**src/rtl/reg_file_seq_pkg.sv**
```systemverilog
// Shared types and constants for the register-file burst sequencer.
package reg_file_seq_pkg;

  localparam int ADDR_WIDTH = 3;
  localparam int LEN_WIDTH  = 3;

  typedef enum logic [1:0] {
    IDLE    = 2'd0,
    WR      = 2'd1,
    RD_REQ  = 2'd2,
    RD_DATA = 2'd3
  } seq_state_e;

endpackage

```
**src/rtl/rf_burst_counter.sv**
```systemverilog
// Burst position tracker: wrapping address incrementer plus remaining-beat down-counter.
module rf_burst_counter
  import reg_file_seq_pkg::*;
(
  input  logic                  clk_i,
  input  logic                  rst_i,
  input  logic                  load_i,
  input  logic                  step_i,
  input  logic [ADDR_WIDTH-1:0] addr_i,
  input  logic [LEN_WIDTH-1:0]  len_i,
  output logic [ADDR_WIDTH-1:0] addr_o,
  output logic [ADDR_WIDTH-1:0] next_addr_o,
  output logic                  last_o
);

  logic [ADDR_WIDTH-1:0] addr_q, addr_d;
  logic [LEN_WIDTH-1:0]  beats_q, beats_d;

  // The address wraps naturally at the width of the 8-entry file.
  assign next_addr_o = addr_q + 1'b1;
  assign addr_o      = addr_q;
  assign last_o      = (beats_q == '0);

  always_comb begin
    addr_d  = addr_q;
    beats_d = beats_q;
    if (load_i) begin
      addr_d  = addr_i;
      beats_d = len_i;
    end else if (step_i) begin
      addr_d = next_addr_o;
      if (beats_q != '0) begin
        beats_d = beats_q - 1'b1;
      end
    end
  end

  always_ff @(posedge clk_i) begin
    if (rst_i) begin
      addr_q  <= '0;
      beats_q <= '0;
    end else begin
      addr_q  <= addr_d;
      beats_q <= beats_d;
    end
  end

endmodule

```
**src/rtl/reg_file_sequencer.sv**
```systemverilog
// Burst command sequencer driving the single-cycle enables of an 8-entry register file.
module reg_file_sequencer
  import reg_file_seq_pkg::*;
#(
  parameter int DATA_WIDTH = 16
) (
  input  logic                  CLK,
  input  logic                  RST,
  input  logic                  Cmd_Valid,
  output logic                  Cmd_Ready,
  input  logic                  Cmd_Write,
  input  logic [ADDR_WIDTH-1:0] Cmd_Addr,
  input  logic [LEN_WIDTH-1:0]  Cmd_Len,
  input  logic                  Wd_Valid,
  output logic                  Wd_Ready,
  input  logic [DATA_WIDTH-1:0] Wd_Data,
  output logic                  Rd_Valid,
  input  logic                  Rd_Ready,
  output logic [DATA_WIDTH-1:0] Rd_Data,
  output logic                  Rd_Last,
  output logic                  RF_WrEn,
  output logic                  RF_RdEn,
  output logic [ADDR_WIDTH-1:0] RF_Address,
  output logic [DATA_WIDTH-1:0] RF_WrData,
  input  logic [DATA_WIDTH-1:0] RF_RdData,
  output logic                  Busy
);

  seq_state_e            state_q, state_d;
  logic                  wr_en_q, wr_en_d;
  logic                  rd_en_q, rd_en_d;
  logic [ADDR_WIDTH-1:0] addr_q, addr_d;
  logic [DATA_WIDTH-1:0] wdata_q, wdata_d;

  logic                  cnt_load, cnt_step, cnt_last;
  logic [ADDR_WIDTH-1:0] cur_addr, next_addr;

  rf_burst_counter u_counter (
    .clk_i       (CLK),
    .rst_i       (RST),
    .load_i      (cnt_load),
    .step_i      (cnt_step),
    .addr_i      (Cmd_Addr),
    .len_i       (Cmd_Len),
    .addr_o      (cur_addr),
    .next_addr_o (next_addr),
    .last_o      (cnt_last)
  );

  assign Cmd_Ready  = (state_q == IDLE);
  assign Wd_Ready   = (state_q == WR);
  assign Rd_Valid   = (state_q == RD_DATA);
  assign Rd_Last    = (state_q == RD_DATA) && cnt_last;
  assign Rd_Data    = RF_RdData;
  assign Busy       = (state_q != IDLE);
  assign RF_WrEn    = wr_en_q;
  assign RF_RdEn    = rd_en_q;
  assign RF_Address = addr_q;
  assign RF_WrData  = wdata_q;

  // Read enables are only ever raised on entry to RD_REQ and write enables only
  // from a WR beat, so the two can never coincide.
  always_comb begin
    state_d  = state_q;
    wr_en_d  = 1'b0;
    rd_en_d  = 1'b0;
    addr_d   = addr_q;
    wdata_d  = wdata_q;
    cnt_load = 1'b0;
    cnt_step = 1'b0;
    unique case (state_q)
      IDLE: begin
        if (Cmd_Valid) begin
          cnt_load = 1'b1;
          if (Cmd_Write) begin
            state_d = WR;
          end else begin
            state_d = RD_REQ;
            rd_en_d = 1'b1;
            addr_d  = Cmd_Addr;
          end
        end
      end
      WR: begin
        if (Wd_Valid) begin
          wr_en_d  = 1'b1;
          wdata_d  = Wd_Data;
          addr_d   = cur_addr;
          cnt_step = 1'b1;
          if (cnt_last) begin
            state_d = IDLE;
          end
        end
      end
      RD_REQ: begin
        state_d = RD_DATA;
      end
      RD_DATA: begin
        if (Rd_Ready) begin
          if (cnt_last) begin
            state_d = IDLE;
          end else begin
            cnt_step = 1'b1;
            addr_d   = next_addr;
            rd_en_d  = 1'b1;
            state_d  = RD_REQ;
          end
        end
      end
      default: state_d = IDLE;
    endcase
  end

  always_ff @(posedge CLK) begin
    if (RST) begin
      state_q <= IDLE;
      wr_en_q <= 1'b0;
      rd_en_q <= 1'b0;
      addr_q  <= '0;
      wdata_q <= '0;
    end else begin
      state_q <= state_d;
      wr_en_q <= wr_en_d;
      rd_en_q <= rd_en_d;
      addr_q  <= addr_d;
      wdata_q <= wdata_d;
    end
  end

endmodule

```
**config.mk**
```make
export PLATFORM = sky130hd
export DESIGN_NAME = reg_file_sequencer
export DESIGN_NICKNAME = d
export VERILOG_FILES = /design/src/rtl/reg_file_seq_pkg.sv /design/src/rtl/rf_burst_counter.sv /design/src/rtl/reg_file_sequencer.sv
export SDC_FILE = /design/constraint.sdc
export NUM_CORES = 1
export LEC_CHECK = 0
export BUFFER_PORTS_ARGS = -buffer_cell sky130_fd_sc_hd__buf_2
export CELL_PAD_IN_SITES_DETAIL_PLACEMENT = 0
export CELL_PAD_IN_SITES_GLOBAL_PLACEMENT = 2
export CORE_UTILIZATION = 24
export CTS_BUF_LIST = sky130_fd_sc_hd__clkbuf_4 sky130_fd_sc_hd__clkbuf_8
export CTS_CLUSTER_SIZE = 10
export DETAILED_ROUTE_END_ITERATION = 8
export GPL_TIMING_DRIVEN = 1
export MAX_ROUTING_LAYER = met4
export PLACE_DENSITY = 0.84
export SLEW_MARGIN = 10
export SYNTH_ARGS = -nofsm -noshare
export SYNTH_HDL_FRONTEND = slang
export SYNTH_SLANG_ARGS = --single-unit
```
**constraint.sdc**
```tcl
create_clock -name CLK -period 2.3 [get_ports CLK]
set_input_delay 0.345 -clock CLK [delete_from_list [all_inputs] [get_ports CLK]]
set_output_delay 0.345 -clock CLK [all_outputs]
set_load 0.005 [all_outputs]
```
==> qor.yml, run 1 <==
num_vias: 1384
first_global_vias: 1238
clkTransAtPathRegs_ns: 0.06
h-tree-depth: 2
rows: 28
root_buffer: "clkbuf_8"
mostFrequentLayoutCells: "buf_2, nand2_1, dfxtp_1"
fin_skew_ns: 0.00393
place_area_sq_um: 1750
place_congestion: 0.710
grt_overflow: 0
antenna_found_initial: 0
p_per_area_nw_per_um2: 1010
syn_inst: 193
core_area_sq_um: 6030
setup_viol: 0
crit_path_top_delay_cell: "or3_4"
cts_buffers: 5
post_cts_resized: 0
power_mw: 1.85
syn_area_sq_um: 1530
final_common_cell: "buf_2"
worstPathCellList: "inv_1 > ha_1 > nor2b_4 > or3_4 > a2111o_1 > a21oi_1"
r2r-start: "state_q[1]"
diodes: 0
route.detailed.drc: 0
crit_family: "simple AND/OR/NAND/NOR gates"
drt_pass1_iterations: 4
fin_area_sq_um: 1830
die_area_sq_um: 6690
slew_headroom: 0.605
hold_violations: 0
crit_fanout: 11
grt_usage: 0.120
via_per_inst: 4.51
grt_pass1_wl_um: 5900
drive_gt1_frac: 0.297
ys_warn_count: 0
critPathKind: "reg2reg"
cpPeakStageDelay_ns: 0.42
final.setup.worst_slack_ns: 0.338
yosysUniqueCellTypes: 35
ios: 86
synth_top_area_cell: "dfxtp_1"
syn_avg_cell_area_sq_um: 7.92
synth.top_cell.area_share: 0.380
path_buf_inv: 1
ys_ff_latch: 29
routedWlPerCell_um: 12.3
synth.area.top_cells: "dfxtp_1, nand2_1, buf_4"
cts_hold_buf: 0
synth_nets: 245
fin_tns_setup_ns: 0
cts_setup_buffers: 0
nets: 283
p_leak_nw: 0.795
synth-seq-area-share: 0.380
synth_ff_type: "dfxtp_1"
io_buffers: 53
clock.fmax_mhz: 510
grt_max_degree: 26
cp_data_required_time_ns: 2.51
pre_cts_ws_ns: 0.348
clock-sinks: 29
status: "completed"
rsz0062_at_grt: "false"
initial_utilization: 0.254
start_kind: "flip-flop"
clk_latency_ns: 0.27
timing.final.crit_share: 0.853
cap_violations: 0
dp_hpwl_um: 2850
place_inst: 299
fp.dieH_um: 81.8
synth_edf_count: 0
hold_path.class: "in2reg"
max_slew.worst_pin.slew_ns: 0.586
syn2layout_area_growth_pct: 19.9
cts_tree: "yes"
min_from: "Cmd_Len[2]"
instances_no_fill: 307
clk_path_buf_depth: 2
arrival_ns: 2.17
finalWirelength_um: 3790
critPathCaptureType: "flip-flop"
fin_crit_ns: 1.96
startpoint: "state_q[1]"
ant_nets: 0
async_flop_share: 0
die_w_um: 81.8
vdd_drop_max_uv: 400
maxSlewViolCount: 0
initialDrtViolationCount: 75
flip-flops by register name, indices dropped and copies added, names as in the netlist:
signal,count
u_counter.beats_q,3
RF_Address,3
RF_RdEn,1
u_counter.addr_o,3
RF_WrData,16
state_q,2
RF_WrEn,1
cells by family (layout without fill, tap and decap cells):
kind of cell | count (synthesis) | count (layout) | share of synthesized area
buffers and inverters | 34 | 73 | 0.129
AOI/OAI and AO/OA | 49 | 49 | 0.199
xor gates and xnor gates | 1 | 1 | 0.00573
and+or+nand+nor | 72 | 72 | 0.221
DFF | 29 | 29 | 0.380
adders and majority gates | 8 | 8 | 0.0655
report_power, final:
group	switching, mW	total (mW)	internal (mW)
logic	0.440	0.766	0.326
clock network	0.192	0.412	0.221
registers	0.0669	0.672	0.605
total	0.699	1.85	1.15
worst min-delay path, delay by kind of cell:
kind / cells / cell delay, ns
compound gates: 1 / 0.06
buf+inv: 1 / 0.08
simple gates: 1 / 0.06
Yosys cell counts, types with 3 or more instances:
cell type / instances
a21oi_1: 23
inv_1: 9
o21ai_0: 11
ha_1: 8
nor2b_1: 4
nand2_1: 41
nor3_1: 3
clkbuf_1: 5
nor2_1: 10
buf_4: 16
dfxtp_1: 29
per-stage QoR:
| stage | hold WS, ns | util |
|---|---|---|
| floorplan | 0.453 | - |
| global placement | 0.440 | 0.290 |
| detailed placement | 0.446 | 0.290 |
| CTS | 0.292 | 0.304 |
| global route | 0.294 | 0.304 |
| finish | 0.300 | 0.304 |
path summary, 6_finish.rpt:
kind | slack [ns] | end | cells after the start
worst max-delay path | 0.34 | RF_Address[0] | 6
worst min-delay path | 0.30 | u_counter.beats_q[2] | 3
worst max register to register | 0.34 | RF_Address[0] | 6
worst min register to register | 0.45 | RF_WrData[8] | 2
layout make-up:
| cell class | count | area [sq um] |
|---|---|---|
| multi-input cells | 130 | 751 |
| inverters | 9 | 33.8 |
| clock buffers | 6 | 76.3 |
| flip-flops and latches | 29 | 581 |
| repair buffers | 56 | 288 |
| well taps | 75 | 93.8 |
| clock inverters | 2 | 10.0 |
| fillers | 662 | 4190 |
per-layer routing:
metal,GRT usage,share of wire
met1,0.148,0.47
met2,0.185,0.48
met3,0.0378,0.057
met4,0.0368,0
met5,-,0
Power figures use the tool's default switching activity.
==> run 2: changes to the inputs <==
--- a/config.mk
+++ b/config.mk
@@ -5,16 +5,18 @@
 export SDC_FILE = /design/constraint.sdc
 export NUM_CORES = 1
 export LEC_CHECK = 0
+export ABC_AREA = 1
 export BUFFER_PORTS_ARGS = -buffer_cell sky130_fd_sc_hd__buf_2
 export CELL_PAD_IN_SITES_DETAIL_PLACEMENT = 0
 export CELL_PAD_IN_SITES_GLOBAL_PLACEMENT = 2
-export CORE_UTILIZATION = 24
+export CORE_ASPECT_RATIO = 1.25
+export CORE_UTILIZATION = 23
 export CTS_BUF_LIST = sky130_fd_sc_hd__clkbuf_4 sky130_fd_sc_hd__clkbuf_8
 export CTS_CLUSTER_SIZE = 10
 export DETAILED_ROUTE_END_ITERATION = 8
 export GPL_TIMING_DRIVEN = 1
 export MAX_ROUTING_LAYER = met4
-export PLACE_DENSITY = 0.84
+export PLACE_DENSITY = 0.82
 export SLEW_MARGIN = 10
 export SYNTH_ARGS = -nofsm -noshare
 export SYNTH_HDL_FRONTEND = slang
==> qor.yml, run 2 <==
cap_violations: 0  # unchanged
cts_hold_buf: 0  # unchanged
via_per_inst: 4.01  # -11%
r2r_end: "u_counter.beats_q[1]"
rsz0062_at_grt: "false"
largest_register_ffs: 16  # unchanged
arrival_ns: 1.42  # -0.75 ns
route.detailed.drc: 0  # unchanged
crit_family: "adder cells"
power_frac_clock: 0.198  # -0.025
die_w_um: 77.4  # -5.4%
h-tree-depth: 2  # unchanged
grt_overflow: 0  # unchanged
r2r-start: "state_q[0]"
synthMuxAreaShare: 0  # unchanged
hold_path.class: "in2reg"
grt_pass1_wl_um: 6280  # +6.4%
synth_common_cells: "nor2_1, nand2_1, dfxtp_1"
crit_fanout: 9  # -2
yosysUniqueCellTypes: 23  # -34%
min_from: "RST"
synth_top_family_by_area: "simple AND/OR/NAND/NOR gates"
worstPathCellList: "ha_1 > nand3_1 > inv_1 > buf_2"
first_global_vias: 1380  # +11%
fin_crit_ns: 1.76  # -0.198 ns
clock-sinks: 29  # unchanged
combPwrFrac: 0.487  # +0.073
fp.dieH_um: 96.2  # +18%
critPathKind: "reg2out"
crit_cells: 4  # -2
routedWlPerCell_um: 10.5  # -15%
antenna_found_initial: 0  # unchanged
ios: 86  # unchanged
mostFrequentLayoutCells: "nor2_1, buf_2, nand2_1"
path_buf_inv: 2  # +1
diodes: 0  # unchanged
critPathCaptureType: "output port"
vdd_drop_max_uv: 493  # +23%
syn_area_sq_um: 1630  # +6.9%
syn2layout_area_growth_pct: 18.2
ys_warn_count: 0  # unchanged
cts_buffers: 5  # unchanged
start_kind: "flip-flop"
fin_tns_setup_ns: 0  # unchanged
synthSimpleGateAreaFrac: 0.316  # +0.0953
clock.fmax_mhz: 567  # +11%
finalWirelength_um: 3790  # about the same
grt_usage: 0.112  # -0.00787
syn_avg_cell_area_sq_um: 6.98  # -12%
worst-r2r-setup-slack_ns: 0.64  # +0.30 ns
fin_area_sq_um: 1930  # +5.4%
ant_nets: 0  # unchanged
synth.top_cell.area_share: 0.355  # -0.0244
whs_path_depth: 2  # -1
post_cts_resized: 0  # unchanged
synth_nets: 286  # +17%
maxSlewViolCount: 0  # unchanged
synth-seq-area-share: 0.355  # -0.0244
hold_violations: 0  # unchanged
yosysMostFrequentCell: "nor2_1"
synth_top_area_cell: "dfxtp_1"
switching_share: 0.418  # +0.0406
drt_pass1_iterations: 4  # unchanged
p_sw_uw: 972  # +39%
synth_edf_count: 0  # unchanged
async_flop_share: 0  # unchanged
nets: 323  # +14%
synth.area.top_cells: "dfxtp_1, nor2_1, nand2_1"
synth_ff_type: "dfxtp_1"
ys_ff_latch: 29  # unchanged
rows: 34  # +21%
p_per_area_nw_per_um2: 1200  # +19%
cpPeakStageDelay_ns: 0.40  # -0.02 ns
die_area_sq_um: 7450  # +11%
setup_viol: 0  # unchanged
cts_setup_buffers: 0  # unchanged
synth_compound_area_frac: 0.0965  # -0.102
p_leak_nw: 1.01  # +26%
dp_hpwl_um: 2880  # +1.3%
whs_endpoint: "u_counter.addr_o[2]"
crit_path_top_delay_cell: "ha_1"
reg2regPathDepth: 9  # +3
clk_path_buf_depth: 2  # unchanged
syn_inst: 234  # +21%
status: "completed"
clkTransAtPathRegs_ns: 0.07  # about the same
initial_utilization: 0.236  # -0.0181
root_buffer: "clkbuf_8"
cts_tree: "yes"
synth-xor-area-share: 0  # -0.00573
max_slew.worst_pin.slew_ns: 0.743  # +0.157 ns
grt_max_degree: 27  # +3.8%
timing.final.crit_share: 0.767  # -0.0859
initialDrtViolationCount: 31  # -59%
synth-adder-area-share: 0.0613  # -0.00421
place_congestion: 0.754  # +6.2%
num_vias: 1450  # +4.8%
place_area_sq_um: 1830  # +4.8%
cp_data_required_time_ns: 1.96  # -0.55 ns
internal-power_mw: 1.35  # +17%
core_area_sq_um: 6930  # +15%
slew_headroom: 0.504  # -0.101
seqPwrFrac: 0.315  # -0.048
clk_latency_ns: 0.27  # about the same
fin_skew_ns: 0.00447  # +0.000536 ns
io_buffers: 53  # unchanged
drive_gt1_frac: 0.290  # -0.00697
run 2: logic make-up (layout without fill, tap and decap cells):
| kind of cell | after synthesis | after routing |
|---|---|---|
| AND/OR/NAND/NOR | 118 | 118 |
| adder cells (fa/ha/maj) | 8 | 8 |
| flip-flops | 29 | 29 |
| buffers and inverters | 49 | 87 |
| AO/OA/AOI/OAI | 30 | 30 |
run 2: how the worst max path moves through the flow:
stage	start	end	slack, ns
2_1_floorplan	state_q[0]	u_counter.beats_q[0]	0.90
3_3_place_gp	state_q[1]	u_counter.beats_q[2]	0.71
3_5_place_dp	state_q[0]	u_counter.beats_q[1]	0.65
4_1_cts	state_q[1]	Rd_Last	0.53
5_1_grt	state_q[1]	Rd_Last	0.44
6_report	state_q[1]	Rd_Last	0.54
run 2: per-layer routing:
metal | share of wire | vias to the layer above | GRT usage
li1 | - | 776 | -
met1 | 0.46 | 621 | 0.125
met2 | 0.47 | 45 | 0.189
met3 | 0.062 | 8 | 0.0313
met4 | 0.011 | 0 | 0.0456
met5 | 0 | - | -
run 2: stage by stage:
stage	std cells	worst slack, ns	power (mW)	hold slack, ns	util
finish	362	0.535	2.33	0.287	0.279
global route	362	0.437	2.57	0.293	0.279
CTS	362	0.525	2.37	0.287	0.279
detailed placement	354	0.646	1.89	0.469	0.264
global placement	354	0.713	1.89	0.457	0.264
floorplan	234	0.900	1.64	0.407	-
run 2: worst reg2reg max path, stage by stage (launching register included):
cell and delay (ns):
dfxtp_1 0.34, inv_1 0.11, ha_1 0.40, nand2_2 0.24
nand2_2 0.12, inv_2 0.06, nand2_8 0.09, nand3b_1 0.08
nand2_1 0.07, nor2_1 0.05
run 2: power by group through the flow:
stage	sequential [mW]	combinational (mW)	clock, mW
finish	0.733	1.13	0.461
global route	0.752	1.31	0.510
CTS	0.737	1.15	0.483
detailed placement	0.746	1.14	0
global placement	0.747	1.14	0
floorplan	0.740	0.896	0
run 2: cell type report:
type / count / area (sq um)
clock buffers: 7 / 96.3
clock inverters: 1 / 5.00
fillers: 806 / 5000
inverters: 26 / 97.6
multi-input cells: 156 / 774
flip-flops and latches: 29 / 581
well taps: 90 / 113
repair buffers: 53 / 265
